## config.mk

```make
export PLATFORM = sky130hd
export DESIGN_NAME = controle_somador
export DESIGN_NICKNAME = d
export VERILOG_FILES = /design/src/rtl/somador_pkg.sv /design/src/rtl/somador_nibble.sv /design/src/rtl/controle_somador.sv
export SDC_FILE = /design/constraint.sdc
export NUM_CORES = 1
export LEC_CHECK = 0
export ABC_AREA = 1
export CAP_MARGIN = 20
export CORE_ASPECT_RATIO = 0.7
export CORE_UTILIZATION = 52
export DETAILED_ROUTE_END_ITERATION = 10
export GPL_ROUTABILITY_DRIVEN = 0
export PLACE_DENSITY = 0.81
export SLEW_MARGIN = 5
export SYNTH_ARGS = -nofsm -noshare
export SYNTH_HDL_FRONTEND = slang
export SYNTH_SLANG_ARGS = --single-unit
```

## constraint.sdc

```tcl
create_clock -name clk -period 7 [get_ports clk]
set_input_delay 1.05 -clock clk [delete_from_list [all_inputs] [get_ports clk]]
set_output_delay 1.05 -clock clk [all_outputs]
set_load 0.02 [all_outputs]
```

## src/rtl/somador_pkg.sv

```systemverilog
// Shared types and helpers for the nibble-serial add/subtract sequencer.
package somador_pkg;

    localparam int NIB_W = 4;

    typedef enum logic [1:0] {
        IDLE = 2'd0,
        CALC = 2'd1,
        DONE = 2'd2
    } estado_t;

    // Two's-complement overflow: operands agree in sign, result does not.
    function automatic logic ovf_calc(input logic a_msb, input logic b_msb, input logic s_msb);
        return (a_msb == b_msb) && (s_msb != a_msb);
    endfunction

endpackage

```

## src/rtl/somador_nibble.sv

```systemverilog
// 4-bit ripple-carry adder built from full-adder bit cells.
module somador_nibble
    import somador_pkg::*;
(
    input  logic [NIB_W-1:0] a,
    input  logic [NIB_W-1:0] b,
    input  logic             cin,
    output logic [NIB_W-1:0] s,
    output logic             cout
);

    logic [NIB_W:0] c;

    assign c[0] = cin;

    for (genvar i = 0; i < NIB_W; i++) begin : g_fa
        assign s[i]   = a[i] ^ b[i] ^ c[i];
        assign c[i+1] = (a[i] & b[i]) | (c[i] & (a[i] ^ b[i]));
    end

    assign cout = c[NIB_W];

endmodule

```

## src/rtl/controle_somador.sv

```systemverilog
// WIDTH-bit add/subtract computed one nibble per clock on a single shared
// nibble adder. Handshakes: a transfer happens on a rising edge where valid & ready.
module controle_somador
    import somador_pkg::*;
#(
    parameter  int WIDTH = 16,
    localparam int NIB   = WIDTH / NIB_W
) (
    input  logic             clk,
    input  logic             rst,
    input  logic             req_valid,
    output logic             req_ready,
    input  logic             op_sub,
    input  logic [WIDTH-1:0] a,
    input  logic [WIDTH-1:0] b,
    output logic             res_valid,
    input  logic             res_ready,
    output logic [WIDTH-1:0] s,
    output logic             cout,
    output logic             ovf,
    output logic             zero,
    output logic             busy
);

    if (WIDTH < NIB_W || (WIDTH % NIB_W) != 0) begin : g_bad_width
        $error("controle_somador: WIDTH must be a positive multiple of 4");
    end

    localparam int IDX_W = (NIB > 1) ? $clog2(NIB) : 1;
    localparam logic [IDX_W-1:0] LAST_IDX = IDX_W'(NIB - 1);

    estado_t          state;
    logic [WIDTH-1:0] a_r;
    logic [WIDTH-1:0] b_eff;
    logic             carry_r;
    logic [IDX_W-1:0] idx;
    logic [WIDTH-1:0] s_r;
    logic             cout_r;
    logic             ovf_r;
    logic             zero_r;

    logic [NIB_W-1:0] nib_a;
    logic [NIB_W-1:0] nib_b;
    logic [NIB_W-1:0] nib_s;
    logic             nib_cout;
    logic [WIDTH-1:0] s_upd;

    assign nib_a = a_r[idx*NIB_W +: NIB_W];
    assign nib_b = b_eff[idx*NIB_W +: NIB_W];

    somador_nibble u_nibble (
        .a    (nib_a),
        .b    (nib_b),
        .cin  (carry_r),
        .s    (nib_s),
        .cout (nib_cout)
    );

    // Result word with the current nibble merged in; feeds both s_r and the flags.
    always_comb begin
        s_upd = s_r;
        s_upd[idx*NIB_W +: NIB_W] = nib_s;
    end

    always_ff @(posedge clk) begin
        if (rst) begin
            state   <= IDLE;
            a_r     <= '0;
            b_eff   <= '0;
            carry_r <= 1'b0;
            idx     <= '0;
            s_r     <= '0;
            cout_r  <= 1'b0;
            ovf_r   <= 1'b0;
            zero_r  <= 1'b0;
        end else begin
            case (state)
                IDLE: begin
                    if (req_valid) begin
                        a_r     <= a;
                        b_eff   <= op_sub ? ~b : b;
                        carry_r <= op_sub;
                        idx     <= '0;
                        s_r     <= '0;
                        cout_r  <= 1'b0;
                        ovf_r   <= 1'b0;
                        zero_r  <= 1'b0;
                        state   <= CALC;
                    end
                end
                CALC: begin
                    s_r     <= s_upd;
                    carry_r <= nib_cout;
                    idx     <= idx + 1'b1;
                    // Flags are registered on the last nibble so they are stable in DONE.
                    if (idx == LAST_IDX) begin
                        idx    <= '0;
                        cout_r <= nib_cout;
                        ovf_r  <= ovf_calc(a_r[WIDTH-1], b_eff[WIDTH-1], s_upd[WIDTH-1]);
                        zero_r <= (s_upd == '0);
                        state  <= DONE;
                    end
                end
                DONE: begin
                    if (res_ready) begin
                        state <= IDLE;
                    end
                end
                default: state <= IDLE;
            endcase
        end
    end

    assign req_ready = (state == IDLE);
    assign busy      = (state == CALC);
    assign res_valid = (state == DONE);
    assign s         = s_r;
    assign cout      = cout_r;
    assign ovf       = ovf_r;
    assign zero      = zero_r;

endmodule
```

* After elaboration in Yosys (flattened, before gate mapping)
Cells that the tools add are included.
** Storage, ports and cells
- Bits in registers :: 56
- Latch bits :: 0
- Memory bits (writable) :: 0
- Memory bits (read-only) :: 0
- Input port bits :: 37
- Output and inout bits :: 22
- Memories :: 0
** Cells by class
- $add $sub $neg :: 2
- $mul :: 0
- Div/mod/pow operators :: 0
- Order comparisons :: 0
- Equal/unequal tests :: 8
- Shift operators :: 4
- Mux-type cells :: 20
- Bitwise logic cells :: 21
- Reduce and logical (&&, ||, !) cells :: 8
** Operator list (number)
- 4-bit negation with 34-bit output :: 1
- 4-bit by 34-bit variable shift with 16-bit output, first input constant :: 1
- 4-bit by 34-bit indexed part select with 16-bit output :: 1
- 16-bit 2-to-1 mux :: 2
- 16-bit case mux with 2 select lines :: 1
- 16-bit by 5-bit indexed part select with 4-bit output :: 2
- 16-bit bitwise mux :: 1
- 16-bit zero test :: 1
- 16-bit NOT :: 1
- 2-bit 2-to-1 mux :: 5
- 1-bit bitwise AND :: 8
- 1-bit case mux with 2 select lines :: 4
- 1-bit bitwise XOR :: 8
- 2-bit case mux with 3 select lines :: 1
- 3-bit AND reduction :: 2
- 1-bit 2-to-1 mux :: 5
- 2-bit == test, second input constant :: 2
- 2-bit by 1-bit inequality test with 1-bit output, second input constant :: 2
- 1-bit OR :: 4
- 2-bit case mux with 2 select lines :: 1
- 2-bit AND reduction :: 2
- 2-bit by 1-bit adder with 2-bit output, second input constant :: 1
- 2-bit by 1-bit == test with 1-bit output, second input constant :: 1
- 2-bit zero test :: 1
- 5 further kinds :: 5

* Logic depth before layout (Yosys ltp)
- Word-level depth :: 15
- Mapped depth :: 19
- Mapped depth without buffers :: 17

* Hierarchy
From an unflattened synthesis, not the netlist that was laid out.
** Unflattened totals
- Cell total of the unflattened synthesis :: 401
- Area total of the unflattened synthesis :: 2926.6 um^2
** By module, submodules not included
- controle_somador :: times used 1, cells each 387, area an instance 2808.9 um^2, seq. area each 1121.1 um^2
- somador_nibble :: times used 1, cells each 14, area an instance 117.6 um^2, seq. area each 0.0 um^2

* Worst setup path after synthesis
OpenSTA, ideal clock, no wires.
- Path kind :: register -> register
- Start point :: register idx[0]
- End point :: register ovf_r, in the netlist ovf
- Arrival :: 3.126 ns
- Data required time :: 6.868 ns
- Path slack :: 3.742 ns
- Stages on the path, launching flop included :: 17
- Clock period less this slack :: 3.258 ns
- Path through :: dfxtp_1 -> inv_1 -> clkbuf_1 -> nand2_1 -> a32o_1 -> fa_1 -> inv_1 -> fa_1 -> inv_1 -> fa_1 -> fa_1 -> inv_1 -> nand3_1 -> o21ai_1 -> o21ai_0 -> o211ai_1 -> a21oi_1
** On the way
- Word-level cells in the longest chain between the ends :: 15
- Elaborated cells on any way between the ends :: 30
** Ends and longest elaborated chain
- from (decl) :: RTL line controle_somador.sv:36 : logic [IDX_W-1:0] idx;
- from (signal assigned) :: RTL line controle_somador.sv:94 : idx <= idx + 1'b1;
- 16-bit by 5-bit indexed part select with 4-bit output, on equally long branches :: RTL line controle_somador.sv:48, controle_somador.sv:49
- 1-bit bitwise XOR :: RTL line somador_nibble.sv:17, somador_nibble.sv:18
- 1-bit bitwise AND :: RTL line somador_nibble.sv:18 : assign c[i+1] = (a[i] & b[i]) | (c[i] & (a[i] ^ b[i]));
- 1-bit OR :: RTL line somador_nibble.sv:18
- 1-bit bitwise AND :: RTL line somador_nibble.sv:18
- 1-bit OR :: RTL line somador_nibble.sv:18
- 1-bit bitwise AND :: RTL line somador_nibble.sv:18
- 1-bit OR :: RTL line somador_nibble.sv:18
- 1-bit bitwise XOR :: RTL line somador_nibble.sv:17 : assign s[i] = a[i] ^ b[i] ^ c[i];
- 4-bit by 34-bit indexed part select with 16-bit output :: RTL line controle_somador.sv:62 : s_upd[idx*NIB_W +: NIB_W] = nib_s;
- 16-bit bitwise mux :: RTL line controle_somador.sv:62
- 1-bit inequality test :: RTL line somador_pkg.sv:14 : return (a_msb == b_msb) && (s_msb != a_msb);
- 1-bit logical AND :: RTL line somador_pkg.sv:14
- 1-bit 2-to-1 mux :: RTL line controle_somador.sv:96 : if (idx == LAST_IDX) begin
- 1-bit case mux with 2 select lines :: RTL line controle_somador.sv:77 : case (state)
- to (signal assigned) :: RTL line controle_somador.sv:99 : ovf_r <= ovf_calc(a_r[WIDTH-1], b_eff[WIDTH-1], s_upd[WIDTH-1]);
- to (decl) :: RTL line controle_somador.sv:39 : logic ovf_r;
Several ways; a longest one is shown, not always the timed one. The select of a mux whose other input is x is not followed.
A chain may end at the register's enable or synchronous reset.

* Worst setup path after layout
Same ends and word-level chain as after synthesis.

==> flow_metrics.py <==
metrics = {
    "status": {
        "status": "finished, final reports clean",
    },
    "setup_path": {
        "endpoint_kind": "flip-flop",
        "rr_worst_depth": 15,
        "cp_num_buf_inv": 4,
        "regToRegStartpoint": "idx[0]",
        "crit_path_max_incr_delay_ns": 0.95,
        "crit_slowest_cell": "dfxtp_1",
        "crit_arrival_ns": 4.20,
        "r2r-end": "ovf",
        "cp.required_ns": 7.19,
        "path_class": "flip-flop to flip-flop",
        "cp_max_fo": 32,
        "worst-r2r-setup-slack_ns": 2.99,
        "cp-start-kind": "flip-flop",
        "cp_top_family": "adder cells",
        "crit_path_cell_trace": "inv_1 > nand2_1 > a32o_1 > fa_1 > inv_1 > fa_1 > inv_1 > fa_1 > fa_1 > inv_1 > nand3_1 > o21ai_1 > o21ai_0 > o211ai_1 > a21oi_1",
    },
    "timing": {
        "rsz0062_at_grt": "false",
        "clock_skew_ns": 0.00830,
        "setup_slack_ns": 2.99,
        "drv_slew": 0,
        "tns_ns": 0,
        "slew_headroom_pct": 36.9,
        "final_hold_viol_count": 0,
        "tightestPinTransition_ns": 0.945,
        "fmax_mhz": 249,
        "period_minus_slack_ns": 4.01,
        "setup_viol": 0,
        "final.period_utilization_pct": 57.3,
    },
    "placed_design": {
        "place_ws_ns": 3.04,
        "placed_area_sq_um": 3470,
        "dp_hpwl_microns": 4540,
        "portBuffers": 58,
    },
    "synth": {
        "synth-async-reset-ratio_pct": 0,
        "ys_ff_latch": 56,
        "synth_flop_cell": "dfxtp_1",
        "syn-num-nets": 446,
        "syn-cell-area_sq_um": 2930,
        "syn_avg_cell_area_sq_um": 7.34,
        "yosys.cell_types.count": 29,
        "synth_edf_count": 0,
        "yosysWarnings": 0,
        "synthCells": 399,
        "ys_seq_area_share_pct": 38.3,
    },
    "die": {
        "initial_core_util_pct": 54.9,
        "coreArea_sq_um": 5340,
        "rows": 22,
        "io_pins": 59,
        "die-height_microns": 64.8,
        "fp.dieArea_sq_um": 5940,
        "die_w_microns": 91.7,
    },
    "global_routing": {
        "grt_usage_pct": 23.0,
        "grt_pass1_vias": 2360,
        "grt_max_degree": 39,
        "grt_pass1_wl_microns": 10800,
        "gr-total-overflow": 0,
        "antenna_found_initial": 0,
    },
    "power": {
        "powerDensity_nw_per_um2": 209,
        "p_leak_nw": 1.36,
        "ir_worst_vdd_uv": 102,
    },
    "clock_network": {
        "post_cts_resized": 0,
        "clkTransAtPathRegs_ns": 0.10,
        "post-cts-setup-buffers": 0,
        "insertion_delay_ns": 0.32,
        "cts_tree": "yes",
        "clockBufferDepth": 2,
        "numCtsBuffers": 5,
        "ctsHoldBuffers": 0,
        "cts.root.buffer_cell": "clkbuf_8",
        "htreeDepth": 2,
        "cts.sinks": 56,
    },
    "routing": {
        "route.vias.total": 2688,
        "antenna_left": 0,
        "wl_microns": 6360,
        "first_iter_violations": 184,
        "via_per_inst": 5.21,
        "remaining_drc_errors": 0,
        "wl_per_cell_microns": 12.3,
        "dr.pass1.iters": 4,
    },
    "finish": {
        "diodes": 0,
        "area_delta_synth_final_pct": 22.9,
        "fillerInstances": 457,
        "layout_commonest_cell": "nand2_1",
        "fin_nets": 490,
        "final_area_sq_um": 3600,
        "drive_gt1_share_pct": 6.08,
        "final_cell_mix": "85 x nand2_1, 64 x nor2_1, 58 x clkdlybuf4s50_1, 56 x dfxtp_1, 43 x o21ai_0",
    },
    "min_path": {
        "min_path_type": "flip-flop to flip-flop",
        "hold_path_end": "b_eff[14]",
        "hp-start": "b_eff[14]",
        "whs_path_depth": 2,
    },
    "job": {
        "drv_cap": 0,
    },
}
metal layers:
| metal | global-route usage (%) | vias up | share of wire (%) |
|---|---|---|---|
| met4 | 6.84 | 0 | 1.2 |
| met5 | 0 | - | 0 |
| met3 | 5.52 | 7 | 6.6 |
| met1 | 32.6 | 1214 | 50 |
| met2 | 35.0 | 82 | 42 |
| li1 | - | 1385 | - |
how the worst max path moves through the flow:
stage	startpoint	to	slack, ns	depth (start not counted)
final	idx[0]	ovf	2.99	15
after global routing	idx[0]	ovf	2.62	15
after CTS	idx[0]	ovf	3.03	15
after detailed placement	idx[0]	ovf	3.04	15
after global placement	idx[0]	ovf	3.28	15
after floorplan	idx[0]	ovf	3.74	16
Yosys cell counts (3+ instances only):
library cell / count / area [sq um]
a211oi_2: 10 / 125
inv_1: 26 / 97.6
nor2_1: 64 / 240
dfxtp_1: 56 / 1120
fa_1: 4 / 80.1
buf_2: 5 / 25.0
clkbuf_1: 9 / 33.8
a21oi_1: 38 / 190
buf_6: 4 / 45.0
buf_4: 4 / 30.0
nand3_1: 10 / 50.1
xnor2_1: 10 / 87.6
xor2_1: 6 / 52.6
ha_1: 6 / 75.1
a32o_1: 3 / 30.0
nand2_1: 85 / 319
o21ai_0: 43 / 215
logic make-up after synthesis:
| logic type | share of synthesized area (%) |
|---|---|
| AOI/OAI and AO/OA | 20.5 |
| xor gates and xnor gates | 4.78 |
| and+or+nand+nor | 22.8 |
| adders and majority gates | 5.30 |
| DFF | 38.3 |
| buffers and inverters | 8.37 |
power breakdown:
part           total [mW]  switching [mW]  internal, mW  leakage (nW)
clock               0.230           0.104         0.126        0.0645
sequential          0.355          0.0168         0.339         0.460
combinational       0.165          0.0985        0.0669         0.832
registers in the layout, indices dropped and copies added, names as in the netlist:
name,cells
cout,1
zero,1
state,2
a_r,16
ovf,1
carry_r,1
b_eff,16
s,16
idx,2
worst register-to-register path, cell delays in order, from the launching register on:
cell and delay [ns]:
dfxtp_1 0.95, inv_1 0.49, nand2_1 0.17, a32o_1 0.19, fa_1 0.18, inv_1 0.05, fa_1 0.36, inv_1 0.08
fa_1 0.18, fa_1 0.41, inv_1 0.11, nand3_1 0.12, o21ai_1 0.29, o21ai_0 0.13, o211ai_1 0.10, a21oi_1 0.08
per-stage QoR:
| stage | instances | util, % | total power, mW | hold WS, ns |
|---|---|---|---|---|
| 6_report | 516 | 67.4 | 0.751 | 0.466 |
| 2_1_floorplan | 399 | - | 0.478 | 0.424 |
| 5_1_grt | 516 | 67.4 | 0.790 | 0.484 |
| 4_1_cts | 516 | 67.4 | 0.752 | 0.462 |
| 3_5_place_dp | 508 | 65.0 | 0.527 | 0.449 |
| 3_3_place_gp | 508 | 65.0 | 0.522 | 0.438 |
cell type report:
cell class,instances,area [sq um],area share (%)
Clock inverter,1,30.0,0.834
Tap cell,72,90.1,2.50
Multi-Input combinational cell,292,1560,43.4
Inverter,29,111,3.09
Sequential cell,56,1120,31.1
Timing Repair Buffer,59,588,16.3
Clock buffer,7,96.3,2.68
Note: power is estimated with default switching activity, not from simulation.
